<file path="src/rtl/systolic_tile_ctrl.sv">
// Tile sequencer for a LANES x LANES systolic array: streams K operand vectors from the
// A/B buffers, skews them one cycle per lane, then waits for the array to drain.
module systolic_tile_ctrl #(
  parameter int LANES   = 8,
  parameter int DW      = 16,
  parameter int TIMEOUT = 64
) (
  input  logic                clk,
  input  logic                rst,
  input  logic                start,
  input  logic [7:0]          k_len,
  output logic                busy,
  output logic                a_rd_en,
  output logic                b_rd_en,
  output logic [7:0]          a_rd_addr,
  output logic [7:0]          b_rd_addr,
  input  logic [LANES*DW-1:0] a_rd_data,
  input  logic [LANES*DW-1:0] b_rd_data,
  output logic                arr_en,
  output logic [LANES*DW-1:0] arr_activations,
  output logic [LANES*DW-1:0] arr_weights,
  output logic [LANES-1:0]    arr_done,
  input  logic [LANES-1:0]    arr_out_dones,
  output logic                tile_done,
  output logic                err
);

  localparam int FW = $clog2(LANES + 2);
  localparam int TW = $clog2(TIMEOUT + 1);

  localparam logic [2:0] ST_IDLE  = 3'd0;
  localparam logic [2:0] ST_LOAD  = 3'd1;
  localparam logic [2:0] ST_FLUSH = 3'd2;
  localparam logic [2:0] ST_DRAIN = 3'd3;
  localparam logic [2:0] ST_DONE  = 3'd4;

  logic [2:0]    state_r, state_nxt_s;
  logic [7:0]    k_len_r, k_len_nxt_s;
  logic [7:0]    step_r, step_nxt_s;
  logic [FW-1:0] flush_r, flush_nxt_s;
  logic [TW-1:0] drain_r, drain_nxt_s;
  logic          err_r, err_nxt_s;

  logic          busy_r;
  logic          rd_en_r;
  logic [7:0]    addr_r;
  logic          tile_done_r;
  logic          rd_vld_r;
  logic          rd_last_r;

  // Next-state and counter update logic.
  always_comb begin
    state_nxt_s = state_r;
    k_len_nxt_s = k_len_r;
    step_nxt_s  = step_r;
    flush_nxt_s = flush_r;
    drain_nxt_s = drain_r;
    err_nxt_s   = err_r;
    case (state_r)
      ST_IDLE: begin
        if (start) begin
          if (k_len != 8'd0) begin
            state_nxt_s = ST_LOAD;
            k_len_nxt_s = k_len;
            step_nxt_s  = 8'd0;
            err_nxt_s   = 1'b0;
          end else begin
            state_nxt_s = ST_DONE;
            err_nxt_s   = 1'b1;
          end
        end else begin
          state_nxt_s = ST_IDLE;
        end
      end
      ST_LOAD: begin
        if (step_r == 8'(k_len_r - 8'd1)) begin
          state_nxt_s = ST_FLUSH;
          flush_nxt_s = '0;
        end else begin
          step_nxt_s = step_r + 8'd1;
        end
      end
      ST_FLUSH: begin
        // LANES+1 cycles: lets the deepest skew lane emit its last element.
        if (flush_r == FW'(LANES)) begin
          state_nxt_s = ST_DRAIN;
          drain_nxt_s = '0;
        end else begin
          flush_nxt_s = flush_r + FW'(1);
        end
      end
      ST_DRAIN: begin
        if (arr_out_dones == {LANES{1'b1}}) begin
          state_nxt_s = ST_DONE;
        end else if (drain_r == TW'(TIMEOUT - 1)) begin
          state_nxt_s = ST_DONE;
          err_nxt_s   = 1'b1;
        end else begin
          drain_nxt_s = drain_r + TW'(1);
        end
      end
      ST_DONE: begin
        state_nxt_s = ST_IDLE;
      end
      default: begin
        state_nxt_s = ST_IDLE;
      end
    endcase
  end

  // FSM state and counters.
  always_ff @(posedge clk) begin
    if (rst) begin
      state_r <= ST_IDLE;
      k_len_r <= 8'd0;
      step_r  <= 8'd0;
      flush_r <= '0;
      drain_r <= '0;
      err_r   <= 1'b0;
    end else begin
      state_r <= state_nxt_s;
      k_len_r <= k_len_nxt_s;
      step_r  <= step_nxt_s;
      flush_r <= flush_nxt_s;
      drain_r <= drain_nxt_s;
      err_r   <= err_nxt_s;
    end
  end

  // Control outputs registered from the next state so they line up with it.
  always_ff @(posedge clk) begin
    if (rst) begin
      busy_r      <= 1'b0;
      rd_en_r     <= 1'b0;
      addr_r      <= 8'd0;
      tile_done_r <= 1'b0;
    end else begin
      busy_r      <= (state_nxt_s != ST_IDLE);
      rd_en_r     <= (state_nxt_s == ST_LOAD);
      addr_r      <= (state_nxt_s == ST_LOAD) ? step_nxt_s : 8'd0;
      tile_done_r <= (state_nxt_s == ST_DONE);
    end
  end

  // Buffer read data is valid one cycle after the strobe.
  always_ff @(posedge clk) begin
    if (rst) begin
      rd_vld_r  <= 1'b0;
      rd_last_r <= 1'b0;
    end else begin
      rd_vld_r  <= rd_en_r;
      rd_last_r <= rd_en_r && (addr_r == 8'(k_len_r - 8'd1));
    end
  end

  for (genvar i = 0; i < LANES; i++) begin : g_lane
    logic [DW-1:0] a_sh_r [0:i];
    logic [DW-1:0] b_sh_r [0:i];
    logic          d_sh_r [0:i];

    // Lane i delay line of i+1 stages; empty slots carry zero.
    always_ff @(posedge clk) begin
      if (rst) begin
        for (int j = 0; j <= i; j++) begin
          a_sh_r[j] <= '0;
          b_sh_r[j] <= '0;
          d_sh_r[j] <= 1'b0;
        end
      end else begin
        a_sh_r[0] <= rd_vld_r ? a_rd_data[i*DW +: DW] : '0;
        b_sh_r[0] <= rd_vld_r ? b_rd_data[i*DW +: DW] : '0;
        d_sh_r[0] <= rd_last_r;
        for (int j = 1; j <= i; j++) begin
          a_sh_r[j] <= a_sh_r[j-1];
          b_sh_r[j] <= b_sh_r[j-1];
          d_sh_r[j] <= d_sh_r[j-1];
        end
      end
    end

    assign arr_activations[i*DW +: DW] = a_sh_r[i];
    assign arr_weights[i*DW +: DW]     = b_sh_r[i];
    assign arr_done[i]                 = d_sh_r[i];
  end

  assign busy      = busy_r;
  assign arr_en    = busy_r;
  assign a_rd_en   = rd_en_r;
  assign b_rd_en   = rd_en_r;
  assign a_rd_addr = addr_r;
  assign b_rd_addr = addr_r;
  assign tile_done = tile_done_r;
  assign err       = err_r;

endmodule

</file>
<file path="config.mk">
export PLATFORM = sky130hd
export DESIGN_NAME = systolic_tile_ctrl
export DESIGN_NICKNAME = d
export VERILOG_FILES = /design/src/rtl/systolic_tile_ctrl.sv
export SDC_FILE = /design/constraint.sdc
export NUM_CORES = 1
export LEC_CHECK = 0
export CAP_MARGIN = 10
export CORE_MARGIN = 2
export CORE_UTILIZATION = 56
export CTS_CLUSTER_DIAMETER = 40
export DETAILED_ROUTE_END_ITERATION = 7
export PLACE_DENSITY_LB_ADDON = 0.25
export SYNTH_ARGS = -nofsm -noshare
export SYNTH_HDL_FRONTEND = slang
export SYNTH_SLANG_ARGS = --single-unit
</file>
<file path="constraint.sdc">
create_clock -name clk -period 4 [get_ports clk]
set_input_delay 0.8 -clock clk [delete_from_list [all_inputs] [get_ports clk]]
set_output_delay 0.8 -clock clk [all_outputs]
set_load 0.1 [all_outputs]
</file>
---- Word-level counts from Yosys, hierarchy flattened ----
Memories as Yosys holds them, arrays and structs flattened.
Cells that the tools add are included.
word-level totals
  flip-flop bits (word level) ............. 44
  memory bits (writable) .................. 1,188
  output and inout port bits .............. 286
  memories kept ........................... 24
operators by class
  add/sub/neg operators ................... 4
  equality and inequality tests ........... 17
  bitwise gates (word level) .............. 106
  muxes and demuxes ....................... 153
  reductions and logical operators ........ 15
memory list
  name              words  bits a word  rd ports  clocked after Yosys merged registers in  wr ports  line  source
  g_lane[7].a_sh_r  8      16           8         0                                        8         157   logic [DW-1:0] a_sh_r [0:i];
  g_lane[7].b_sh_r  8      16           8         0                                        8         158   logic [DW-1:0] b_sh_r [0:i];
  g_lane[6].a_sh_r  7      16           7         0                                        7         157
  g_lane[6].b_sh_r  7      16           7         0                                        7         158
  g_lane[5].a_sh_r  6      16           6         0                                        6         157
  g_lane[5].b_sh_r  6      16           6         0                                        6         158
  18 more memories  n/a    n/a          n/a       n/a                                      n/a       n/a
operators with widths
  kind                                                                number
  16-bit 2-to-1 mux                                                   88
  1-bit OR                                                            105
  1-bit 2-to-1 mux                                                    46
  16-bit OR reduction                                                 2
  8-bit 2-to-1 mux                                                    3
  7-bit 2-to-1 mux                                                    3
  3-bit 2-to-1 mux                                                    6
  8-bit == test                                                       2
  8-bit case mux with 2 select lines                                  1
  2-bit inequality test, second input constant                        7
  7-bit case mux with 2 select lines                                  1
  3-bit case mux with 4 select lines                                  1
  8-bit by 1-bit adder with 8-bit output, second input constant       1
  8-bit == test, second input constant                                1
  4-bit 2-to-1 mux                                                    2
  4-bit case mux with 2 select lines                                  1
  4-bit AND reduction                                                 2
  8-bit nonzero test                                                  1
  8-bit by 1-bit subtractor with 8-bit output, second input constant  1
  7-bit by 1-bit adder with 7-bit output, second input constant       1
  7-bit by 6-bit == test with 1-bit output, second input constant     1
  3-bit by 1-bit == test with 1-bit output, second input constant     2
  3-bit by 2-bit == test with 1-bit output, second input constant     2
  3-bit AND reduction                                                 2
  11 further kinds                                                    13

---- Depth between registers and ports, before layout ----
  depth in word-level cells ............... 7
  mapped depth ............................ 11
  gate-level depth less buffers ........... 9

---- Least setup slack after synthesis ----
OpenSTA, ideal clock, no wires.
  path type ............................... register to register
  from .................................... register k_len_r[0]
  to ...................................... register step_r[0]
  data required time ...................... 3,935 ps
  clock period less this slack ............ 2,250 ps
  setup time .............................. 65 ps
  arrival time ............................ 2,185 ps
  stages on the path, launching flop included .. 12
  path slack .............................. 1,750 ps
  cell sequence ........................... dfxtp_1 > buf_6 > inv_1 > ha_1 > nor3b_1 > xnor2_1 > a2bb2oi_1 > and4bb_4 > a21oi_4 > buf_6 > mux2_4 > nor2_1
between the ends
  cells in the longest elaborated chain, start to end .. 4
ends and longest elaborated chain
  item                                         line  source
  start: declaration                           38    logic [7:0] k_len_r, k_len_nxt_s;
  start signal: assignment                     122   k_len_r <= k_len_nxt_s;
  8-bit by 1-bit subtractor with 8-bit output  76    if (step_r == 8'(k_len_r - 8'd1)) begin
  8-bit == test                                76
  8-bit 2-to-1 mux                             76
  8-bit case mux with 2 select lines           59    case (state_r)
  end signal: assignment                       123   step_r <= step_nxt_s;
  end: declaration                             39    logic [7:0] step_r, step_nxt_s;
Every way passes these cells.
A chain may end at the register's enable or synchronous reset.

---- Worst setup path after layout ----
  from .................................... register addr_r[6], in the netlist a_rd_addr[6]
  to ...................................... output a_rd_addr[6]
RTL lines
  item                      line  source
  start: declaration        46    logic [7:0] addr_r;
  start signal: assignment  140   addr_r <= (state_nxt_s == ST_LOAD) ? step_nxt_s : 8'd0;
  end: declaration          15    output logic [7:0] a_rd_addr,
No word-level cell between the ends.

==> metrics.cfg <==
[status]
status=completed

[clocking]
clock_latency_ns=0.69
clock-sinks=1204
clock-root-buffer=clkbuf_16
clk_pin_slew_worst_paths_ns=0.06
cts_hold_buf=0
max-clock-path-buffers=3
post_cts_buffers=0
tritoncts=done
htreeDepth=4
tritoncts.num_buffers=134
cts_resized=0

[drt]
first_iter_violations=706
routedWlPerCell_um=15.0
via_per_inst=4.42
drt-total-wl_um=62700
num_vias=18400
first_pass_iters=5
ant_nets=0
drc=0

[pwr]
ir_worst_vdd_v=0.000390
p_leak_nw=17.2
power_mw=24.9
p_per_area_nw_per_um2=566

[logic_synthesis]
syn_area_um2=34700
synthesis.nets=3178
synth_adder_area_share=0.00180
synth_xor_area_frac=0.00733
synth.area.top_cells=dfxtp_1 70%, nor2b_1 16%, and2_1 4.7%, buf_4 3.9%, clkbuf_1 1.4%
synth-compound-area-share=0.00956
ys.flop_type=dfxtp_1
synth_top_family_by_area=simple AND/OR/NAND/NOR gates
synth_top_area_share=0.695
synthMuxAreaShare=0.00188
ys_seq_area_frac=0.695
yosys_warnings=0
async_reset_ff_frac=0
synth-simple-area-share=0.229
yosysUniqueCellTypes=54
postSynthCellCount=2898
synth_top_cell_by_area=dfxtp_1
ys_ff_latch=1204
syn_avg_cell_area_um2=12.0
synth_edf_count=0

[floorplanning]
dieWidth_um=253
io_pins=561
core_um2=61500
rows=91
start_util=0.564
dieArea_um2=63900
die_y_um=253

[critical_path]
crit_family=buffers and inverters
path_buf_inv=1
crit_path_end_kind=primary output
cpMaxStageDelayCell=clkdlybuf4s50_1
cp.arrival_ns=2.38
crit_path_max_incr_delay_ns=1.21
crit_chain=clkdlybuf4s50_1
required_ns=3.20
critPathMaxFanout=3
critPathKind=reg -> out
critPathLaunchType=flop

[placed_design]
place_congestion=0.844
place_hpwl_um=41000
io_buffers=560
pre_cts_ws_ns=0.916

[grt]
antenna_found_initial=17
grt_overflow=0
grtUsageTotal=0.194
grt_pass1_vias=18600
grt_pass1_wl_um=95600
grt_max_degree=252

[sta]
drv_slew=0
slew_headroom=0.130
layout_setup_ws_ns=0.819
fin_crit_ns=3.18
worstMarginPinSlew_ns=1.30
finalSetupViolations=0
finalSetupTns_ns=0
rsz0062_at_grt=false
skew_ns=0.0269
hold_viol=0
fmax_ghz=0.314
min_period_over_period=0.795

[finish]
layout_common_cells=1204 x dfxtp_1, 912 x nor2b_1, 559 x clkdlybuf4s50_1
drive_above_1_share=0.0684
final_common_cell=dfxtp_1
syn_to_final_growth_pct=26.6
final_nets=3564

[job]
cap_violations=0

[worst_hold_path]
hp-class=reg -> reg

[cell type report]
cell class / instances / area (um2)
diodes: 9 / 22.5
well taps: 790 / 988
clock buffers: 173 / 3730
fillers: 4156 / 17600
multi-input cells: 1369 / 8650
clock inverters: 55 / 639
repair buffers: 569 / 5740
inverters: 6 / 22.5
flip-flops and latches: 1204 / 24100
[kinds of logic after synthesis]
group | count (synthesis)
simple gates | 1285
flops | 1204
buf+inv | 325
compound gates | 44
xor+xnor | 29
mux | 6
fa+ha+maj | 5
[cells in the mapped netlist, drive strengths merged (2+ instances only)]
| master | instances |
|---|---|
| nor2b | 913 |
| dfxtp | 1204 |
| xor2 | 12 |
| o211ai | 2 |
| clkbuf | 133 |
| inv | 6 |
| a21oi | 21 |
| nor4 | 3 |
| nor3 | 10 |
| nand3 | 8 |
| xnor2 | 17 |
| nor2 | 25 |
| and3b | 2 |
| a211oi | 3 |
| nand2 | 38 |
| nor3b | 3 |
| a21o | 2 |
| ha | 5 |
| a22oi | 2 |
| nand4 | 6 |
| and2 | 258 |
| buf | 186 |
| a41o | 2 |
| mux2i | 5 |
| and3 | 3 |
| nand3b | 3 |
| nand2b | 6 |
[per-layer routing]
metal  wire, um  vias to the layer above  global-route usage
met5         98                        -                   0
met4       2730                       16               0.106
met3       5070                      174              0.0777
met2      30400                      514               0.326
met1      24500                     8300               0.210
li1           -                     9439                   -
[path summary, 6_finish.rpt]
path / startpoint / endpoint / cells past startpoint / slack, ns
max reg2reg: k_len_r[0] / a_rd_addr[1] / 9 / 1.22
min reg2reg: g_lane[7].a_sh_r[0][0] / g_lane[7].a_sh_r[0][16] / 1 / 0.42
min: g_lane[7].a_sh_r[0][0] / g_lane[7].a_sh_r[0][16] / 1 / 0.42
max: a_rd_addr[6] / a_rd_addr[6] / 1 / 0.82
[sequential cells by signal, indices dropped and copies added (netlist names)]
name and flops:
flush_r 4, rd_last_r 1, a_rd_addr 8, step_r 8, g_lane.b_sh_r 576, a_rd_en 1
rd_vld_r 1, g_lane.a_sh_r 576, tile_done 1, arr_en 1, k_len_r 8, drain_r 7
state_r 3, err 1, g_lane.d_sh_r 8
[through the flow]
stage               hold WS, ns  utilization  std cells  area (um2)
global placement          0.415        0.643       3938       39500
global route              0.442        0.714       4174       43900
CTS                       0.417        0.714       4166       43900
detailed placement        0.420        0.643       3938       39500
floorplan                 0.414            -       2898       34700
finish                    0.415        0.714       4175       43900
[power breakdown]
part	total, mW	internal [mW]	switching [mW]
logic	0.856	0.395	0.462
registers	12.2	12.1	0.0455
clock network	11.9	7.25	4.60
Note: power is estimated with default switching activity, not from simulation.
